**config.mk**
```make
export PLATFORM = sky130hd
export DESIGN_NAME = hd_program_loader
export DESIGN_NICKNAME = d
export VERILOG_FILES = /design/src/rtl/hd_program_loader.sv
export SDC_FILE = /design/constraint.sdc
export NUM_CORES = 1
export LEC_CHECK = 0
export CAP_MARGIN = 20
export CORE_MARGIN = 2
export CORE_UTILIZATION = 28
export DETAILED_ROUTE_END_ITERATION = 10
export PLACE_DENSITY = 0.6
export SYNTH_ARGS = -nofsm -noshare
export SYNTH_HDL_FRONTEND = slang
export SYNTH_SLANG_ARGS = --single-unit
```
**constraint.sdc**
```tcl
create_clock -name clock -period 2.5 [get_ports clock]
set_input_delay 0.25 -clock clock [delete_from_list [all_inputs] [get_ports clock]]
set_output_delay 0.25 -clock clock [all_outputs]
set_load 0.05 [all_outputs]
```
**src/rtl/hd_program_loader.sv**
```systemverilog
// Copy engine that streams a program image from HardDisk sectors into MemoryInstructions.
// One start command copies `length` words; range errors are flagged before any write.
module hd_program_loader #(
    parameter int DATA_W   = 32,
    parameter int ADDR_W   = 12,
    parameter int TRACK_W  = 10,
    parameter int SECTOR_W = 4,
    parameter int HD_LAT   = 1
) (
    input  logic                clock,
    input  logic                reset,
    input  logic                start,
    input  logic                abort,
    input  logic [TRACK_W-1:0]  src_track,
    input  logic [SECTOR_W-1:0] src_sector,
    input  logic [ADDR_W-1:0]   dst_addr,
    input  logic [ADDR_W:0]     length,
    output logic [TRACK_W-1:0]  hd_track,
    output logic [SECTOR_W-1:0] hd_sector,
    input  logic [DATA_W-1:0]   hd_data,
    output logic                mi_we,
    output logic [ADDR_W-1:0]   mi_addr,
    output logic [DATA_W-1:0]   mi_data,
    output logic                busy,
    output logic                done,
    output logic                error,
    output logic [2:0]          dbg_state
);

    // Handshake: start is a single-cycle request accepted only in IDLE with abort low;
    // done is a single-cycle acknowledge; abort is a level that wins over everything.

    localparam int LIN_W     = TRACK_W + SECTOR_W;
    localparam int SUM_W     = ((LIN_W > ADDR_W + 1) ? LIN_W : ADDR_W + 1) + 1;
    localparam int DST_SUM_W = ADDR_W + 2;

    localparam logic [2:0]        LAT_LAST = 3'(HD_LAT - 1);
    localparam logic [2:0]        LAT_ONE  = 3'd1;
    localparam logic [LIN_W-1:0]  LIN_ONE  = LIN_W'(1);
    localparam logic [ADDR_W-1:0] DST_ONE  = ADDR_W'(1);
    localparam logic [ADDR_W:0]   REM_ONE  = (ADDR_W + 1)'(1);

    localparam logic [DST_SUM_W-1:0] DST_LIMIT = DST_SUM_W'(1) << ADDR_W;
    localparam logic [SUM_W-1:0]     SRC_LIMIT = SUM_W'(1) << LIN_W;

    typedef enum logic [2:0] {
        S_IDLE  = 3'd0,
        S_CHECK = 3'd1,
        S_FETCH = 3'd2,
        S_WRITE = 3'd3,
        S_DONE  = 3'd4
    } state_t;

    state_t              state_q, state_d;
    logic [LIN_W-1:0]    src_lin_q, src_lin_d;
    logic [ADDR_W-1:0]   dst_q, dst_d;
    logic [ADDR_W:0]     rem_q, rem_d;
    logic [2:0]          lat_q, lat_d;
    logic [ADDR_W-1:0]   mi_addr_q, mi_addr_d;
    logic [DATA_W-1:0]   mi_data_q, mi_data_d;
    logic                error_q, error_d;
    logic                mi_we_c;

    logic [DST_SUM_W-1:0] dst_end;
    logic [SUM_W-1:0]     src_end;

    assign dst_end = DST_SUM_W'(dst_q) + DST_SUM_W'(rem_q);
    assign src_end = SUM_W'(src_lin_q) + SUM_W'(rem_q);

    always_comb begin
        state_d   = state_q;
        src_lin_d = src_lin_q;
        dst_d     = dst_q;
        rem_d     = rem_q;
        lat_d     = lat_q;
        mi_addr_d = mi_addr_q;
        mi_data_d = mi_data_q;
        error_d   = error_q;
        mi_we_c   = 1'b0;

        if (abort && (state_q != S_IDLE)) begin
            state_d = S_IDLE;
        end else begin
            unique case (state_q)
                S_IDLE: begin
                    if (start && !abort) begin
                        src_lin_d = {src_track, src_sector};
                        dst_d     = dst_addr;
                        rem_d     = length;
                        error_d   = 1'b0;
                        state_d   = S_CHECK;
                    end
                end
                S_CHECK: begin
                    lat_d = '0;
                    if (rem_q == '0) begin
                        state_d = S_DONE;
                    end else if (dst_end > DST_LIMIT) begin
                        error_d = 1'b1;
                        state_d = S_DONE;
                    end else if (src_end > SRC_LIMIT) begin
                        error_d = 1'b1;
                        state_d = S_DONE;
                    end else begin
                        state_d = S_FETCH;
                    end
                end
                S_FETCH: begin
                    // Address has been stable for HD_LAT cycles on the last one, so data is valid.
                    if (lat_q == LAT_LAST) begin
                        mi_data_d = hd_data;
                        mi_addr_d = dst_q;
                        lat_d     = '0;
                        state_d   = S_WRITE;
                    end else begin
                        lat_d = lat_q + LAT_ONE;
                    end
                end
                S_WRITE: begin
                    mi_we_c   = 1'b1;
                    src_lin_d = src_lin_q + LIN_ONE;
                    dst_d     = dst_q + DST_ONE;
                    rem_d     = rem_q - REM_ONE;
                    state_d   = (rem_q == REM_ONE) ? S_DONE : S_FETCH;
                end
                S_DONE: begin
                    state_d = S_IDLE;
                end
                default: begin
                    state_d = S_IDLE;
                end
            endcase
        end
    end

    always_ff @(posedge clock) begin
        if (reset) begin
            state_q   <= S_IDLE;
            src_lin_q <= '0;
            dst_q     <= '0;
            rem_q     <= '0;
            lat_q     <= '0;
            mi_addr_q <= '0;
            mi_data_q <= '0;
            error_q   <= 1'b0;
        end else begin
            state_q   <= state_d;
            src_lin_q <= src_lin_d;
            dst_q     <= dst_d;
            rem_q     <= rem_d;
            lat_q     <= lat_d;
            mi_addr_q <= mi_addr_d;
            mi_data_q <= mi_data_d;
            error_q   <= error_d;
        end
    end

    // The linear source address splits directly into track and sector fields.
    assign hd_track  = src_lin_q[LIN_W-1:SECTOR_W];
    assign hd_sector = src_lin_q[SECTOR_W-1:0];
    assign mi_we     = mi_we_c & ~reset;
    assign mi_addr   = mi_addr_q;
    assign mi_data   = mi_data_q;
    assign busy      = (state_q == S_CHECK) || (state_q == S_FETCH) || (state_q == S_WRITE);
    assign done      = (state_q == S_DONE) && !abort;
    assign error     = error_q;
    assign dbg_state = state_q;

endmodule

```
## Word level (Yosys, flattened, before mapping)

Cells that the tools add are included.

- Add/subtract/negate cells: 6
- $mul: 0
- Divide/modulo/power cells: 0
- $lt $le $gt $ge: 2
- Eq/ne operators: 9
- Shift operators: 0
- Multiplexer cells: 22
- Bitwise logic cells: 3
- Reductions and logical operators: 19

Operators with widths:

| cell | count |
|---|---|
| $pmux 14 s2 | 1 |
| $pmux 13 s2 | 1 |
| $pmux 12 s2 | 1 |
| $mux 3 | 7 |
| $add 14x13->15 | 1 |
| $gt 15x15->1 const B | 1 |
| $add 12x13->14 | 1 |
| $add 14x1->14 const B | 1 |
| $gt 14x13->1 const B | 1 |
| $mux 14 | 1 |
| $eq 13x1->1 const B | 1 |
| $logic_not 13->1 | 1 |
| $mux 13 | 1 |
| $sub 13x1->13 const B | 1 |
| $add 12x1->12 const B | 1 |
| $mux 12 | 1 |
| $pmux 3 s4 | 1 |
| $eq 3x2->1 const B | 2 |
| $logic_not 3->1 | 2 |
| $mux 1 | 6 |
| $ne 2x2->1 const B | 3 |
| $pmux 3 s2 | 1 |
| $reduce_and 3->1 | 2 |
| $reduce_bool 2->1 | 3 |
| other kinds (14) | 19 |

- Register bits after elaboration: 90
- Bits in latches: 0
- Bits in writable memories: 0
- ROM bits: 0
- Input bits: 75
- Word-level logic and storage cells: 69
- Memories: 0

## Depth between registers and ports, before layout

- Word-level depth: 6
- Depth in mapped cells: 12
- Gate-level depth less buffers: 12

## Worst setup path after synthesis

Ideal clock, no wire load.

- Path type: reg-to-reg
- From: register src_lin_q[0]
- To: register state_q[1], in the netlist dbg_state[1]
- Setup time: 0.057 ns
- Data arrival time: 2.777 ns
- Data required time: 2.443 ns
- Slack: -0.334 ns
- Cell stages (with the launch flop): 12
- Path buffers: 0
- Cell sequence: dfxtp_1 > ha_1 > fa_1 > xor2_1 > a2111oi_0 > o2111ai_1 > a21oi_1 > o311ai_0 > nor4_1 > a31oi_1 > nor3_1 > a21o_1

- Cells in the longest elaborated chain, start to end: 6

RTL lines:

| element | RTL line | text |
|---|---|---|
| start, declared | 55 | `logic [LIN_W-1:0] src_lin_q, src_lin_d;` |
| start signal, assigned | 148 | `src_lin_q <= src_lin_d;` |
| $add 14x13->15 | 68 | `assign src_end = SUM_W'(src_lin_q) + SUM_W'(rem_q);` |
| $gt 15x15->1 | 101 | `end else if (src_end > SRC_LIMIT) begin` |
| $mux 3 | 101 |  |
| $mux 3 | 98 | `end else if (dst_end > DST_LIMIT) begin` |
| $mux 3 | 96 | `if (rem_q == '0) begin` |
| $pmux 3 s4 | 84 | `unique case (state_q)` |
| end signal, assigned | 147 | `state_q <= state_d;` |
| end, declared | 54 | `state_t state_q, state_d;` |

No other way between the ends.
A chain may end at the register's enable or synchronous reset.

## Worst setup path in the final report

- From: register rem_q[4]
- To: register error_q, in the netlist error

- Cells in the longest elaborated chain, start to end: 5
- Elaborated cells between the ends (all ways): 11

RTL lines:

| element | RTL line | text |
|---|---|---|
| start, declared | 57 | `logic [ADDR_W:0] rem_q, rem_d;` |
| start signal, assigned | 150 | `rem_q <= rem_d;` |
| $add 12x13->14 | 67 | `assign dst_end = DST_SUM_W'(dst_q) + DST_SUM_W'(rem_q);` |
| $gt 14x13->1 | 98 |  |
| $mux 1 | 98 |  |
| $mux 1 | 96 |  |
| $pmux 1 s2 | 84 |  |
| end signal, assigned | 154 | `error_q <= error_d;` |
| end, declared | 61 | `logic error_q, error_d;` |

Parallel ways exist; a longest one is shown, timed or not. The select of a mux whose other input is x is not followed.

==> flow_summary_export.csv <==
group,metric,value,unit
power_and_ir_drop,power_density,486,nW/µm²
synth,ys_warn_count,0,
sta,slew-limit-headroom,47.1,%
global_route,grt_pass1_wl,28.0,mm
sta,finalCritPeriodShare,105,%
synth,synth_top_family_by_area,"compound AO/OA/AOI/OAI gates",
clocking,clock_sinks,90,
floorplanning,ios,140,
synth,syn_avg_cell_area,7.35,µm²
clocking,worstSkewPairLatency,0.35,ns
placed_design,dp_hpwl,12.7,mm
clocking,htreeDepth,3,
synth,synth_nets,834,
floorplanning,core_area,18700,µm²
worst_setup_path,critPathMaxFanout,3,
placed_design,post-place-cells,1125,
drt,vias,5751,
sta,worst_slew_pin_slew,0.793,ns
placed_design,gp_congestion,0.844,
cells_and_area,fillers,1885,
drt,drc,0,
sta,whs,0.363,ns
global_route,grt_util_all_layers,17.2,%
synth,synth_area_leader_cell,"dfxtp_1",
cells_and_area,final_cell_area,7980,µm²
placed_design,placed_cell_area,7500,µm²
sta,setup_viol,3,
global_route,first_global_vias,5442,
run_status,violations,"setup timing",
sta,slew_viol_final,0,
sta,clock-skew-final,0.00737,ns
drt,ant_nets,0,
global_route,gr-total-overflow,0,
power_and_ir_drop,power.switching,0.00115,W
floorplanning,initial_core_util,28.5,%
sta,fmax,381,MHz
worst_setup_path,worstSetupEndpointType,"register",
worst_hold_path,min_from,"reset",
worst_setup_path,critPathLaunchType,"register",
synth,synth-xor-area-share,2.13,%
drt,viasPerCell,5.03,
drt,postRouteWirelength,17.4,mm
clocking,clk_pin_slew,0.07,ns
worst_setup_path,crit_type,"register to register",
worst_setup_path,rrSetupSlack,-0.13,ns
synth,ys_ff_latch,90,
cells_and_area,final_common_cell,"nand2_1",
power_and_ir_drop,vdd_drop_max,0.328,mV
synth,synth_flop_cell,"dfxtp_1",
floorplanning,die_x,142,µm
floorplanning,die_area,20200,µm²
cells_and_area,syn_to_final_growth,49.6,%
drt,wl_per_cell,15.3,µm
worst_hold_path,hp-class,"input pin to register",
synth,synth_mux_area_share,0.211,%
power_and_ir_drop,clock_power_share,38.0,%
cells_and_area,layout-drive-gt1-share,15.4,%
clocking,cts.path.max_buffers,2,
power_and_ir_drop,pwr-share-seq,39.5,%
worst_setup_path,cp.required,2.74,ns
drt,drtPass1Iterations,4,
synth,async_flop_share,0,%
clocking,cts-buffers-inserted,9,
power_and_ir_drop,p_leak,2.99,nW
synth,synth.cell_area,5330,µm²
synth,synth_compound_area_share,28.7,%
clocking,ctsHoldBuffers,0,
synth,yosys.area_share.simple,22.8,%
synth,syn-instance-count,726,
sta,fin_crit,2.63,ns
synth,synth.distinct_cells,57,
synth,ys_seq_area_share,33.8,%
cells_and_area,nets,1012,
cells_and_area,layout_common_cells,"nand2_1 (145), clkdlybuf4s50_1 (137), a21oi_1 (108)",
clocking,cts_root_buf,"clkbuf_16",
power_and_ir_drop,pwr-share-comb,22.5,%
sta,hold_violations,0,
power_and_ir_drop,intPower,0.00273,W
sta,layout_setup_ws,-0.127,ns
floorplanning,rows,50,
sta,rsz0062_at_grt,"true",
worst_hold_path,min_to,"mi_data[5]$_SDFFE_PP0P_",
worst_setup_path,regToRegStartpoint,"rem_q[4]$_SDFFE_PP0P_",
worst_setup_path,r2r_end,"error$_SDFFE_PP0P_",
job,cap_violations,0,
synth,synth_area_leaders,"dfxtp_1 (34%), nand2_1 (10%), a21oi_1 (10%), ha_1 (7.3%), o21ai_0 (4.7%)",
worst_setup_path,rr_worst_depth,10,
worst_setup_path,cp.arrival,2.87,ns
clocking,cts_tree,"built",
synth,synthAdderAreaFrac,8.02,%
drt,drtIter0Drc,211,
floorplanning,fp.dieH,142,µm
global_route,antenna_found_initial,0,
cells_and_area,n_antenna_cell,0,
synth,synth_top_area_share,33.8,%
run_status,status,"complete, but fails checks",
cells_and_area,fin_cells,1143,
power_and_ir_drop,switching_share,29.7,%
worst_hold_path,min_path_cells,2,
placed_design,io_buffers,139,
global_route,grt_max_degree,60,
synth,synth_edf_count,0,
==> cell families (layout without fill, tap and decap cells) <==
logic type	Yosys count	in the layout
compound gates	252	252
xor+xnor	13	13
fa+ha+maj	33	33
buf+inv	60	243
flops	90	90
mux	1	1
simple gates	277	277
==> sequential cells by signal (all words and copies together) (netlist names) <==
name / flops
mi_data: 32
src_lin_q: 14
rem_q: 13
dst_q: 12
mi_addr: 12
dbg_state: 3
lat_q: 3
error: 1
==> cells in the mapped netlist, types with 3 or more instances <==
master and number:
nand2_1 145, a21oi_1 108, dfxtp_1 90, nor2_1 55, o21ai_0 50, clkbuf_1 42
ha_1 31, a211oi_1 23, inv_1 17, nand3_1 17, o22ai_1 11, a21o_1 10
nor3_1 10, nand4_1 8, xor2_1 7, a31oi_1 6, and3_1 6, or3_1 6
xnor2_1 6, a22oi_1 5, and2_1 5, nor4_1 5, a311oi_1 4, nor3b_1 4
o21bai_1 4, a41oi_1 3, nand3b_1 3, nor2b_1 3, o2111ai_1 3, or2_2 3
==> layout make-up <==
class	count	area, µm²	share of cell area, %
Clock buffer	10	239	2.99
Tap cell	234	293	3.67
Timing Repair Buffer	210	1970	24.7
Multi-Input combinational cell	576	3510	44.0
Inverter	17	63.8	0.799
Clock inverter	6	78.8	0.988
Sequential cell	90	1830	22.9
==> what timing repair did <==
item	in CTS	in global routing
setup endpoints to repair	3	3
hold endpoints to repair	0	0
buffers inserted	1	1
pin swaps	9	19
resized for setup	13	22
==> worst max path at each step <==
stage / from / end / slack, ns / cells after the start
floorplan: src_lin_q[0]$_SDFFE_PP0P_ / dbg_state[1]$_SDFFE_PP0P_ / -0.08 / 11
global placement: src_lin_q[0]$_SDFFE_PP0P_ / dbg_state[1]$_SDFFE_PP0P_ / -0.40 / 11
detailed placement: src_lin_q[0]$_SDFFE_PP0P_ / dbg_state[1]$_SDFFE_PP0P_ / -0.43 / 11
CTS: rem_q[0]$_SDFFE_PP0P_ / error$_SDFFE_PP0P_ / -0.21 / 13
global route: src_lin_q[0]$_SDFFE_PP0P_ / dbg_state[1]$_SDFFE_PP0P_ / -0.24 / 11
finish: rem_q[4]$_SDFFE_PP0P_ / error$_SDFFE_PP0P_ / -0.13 / 10
==> layer usage <==
metal  up-vias  wire length (µm)  GRT usage [%]
li1       2967                 -              -
met1      2668              8500           23.5
met2       103              8110           27.8
met5         -                 0              0
met4         0               189           4.53
met3        13               651           3.13
==> power groups by stage <==
stage               registers, W  logic (W)  clock network (W)
floorplan                0.00164   0.000374                  0
global placement         0.00156   0.000827                  0
detailed placement       0.00156   0.000828                  0
CTS                      0.00153   0.000850            0.00152
global route             0.00154   0.000952            0.00158
finish                   0.00153   0.000873            0.00147
==> worst max-delay path, stage by stage (launching register included) <==
cell and delay (ns):
dfxtp_4 0.37, ha_4 0.23, and2_4 0.17, a221oi_4 0.26
a21oi_2 0.13, or3_4 0.35, a2111oi_4 0.39, a41oi_2 0.17
o31ai_2 0.19, o21a_2 0.19, a21oi_1 0.06
==> per-stage QoR <==
stage	total power (W)	setup WS [ns]	TNS (ns)	util [%]
2_1_floorplan	0.00201	-0.0762	-0.0762	-
3_3_place_gp	0.00239	-0.403	-1.02	40.1
3_5_place_dp	0.00239	-0.432	-1.11	40.1
4_1_cts	0.00390	-0.212	-0.609	42.1
5_1_grt	0.00407	-0.242	-0.685	42.7
6_report	0.00388	-0.127	-0.364	42.7
No activity file was read; power rests on OpenSTA's default activity.
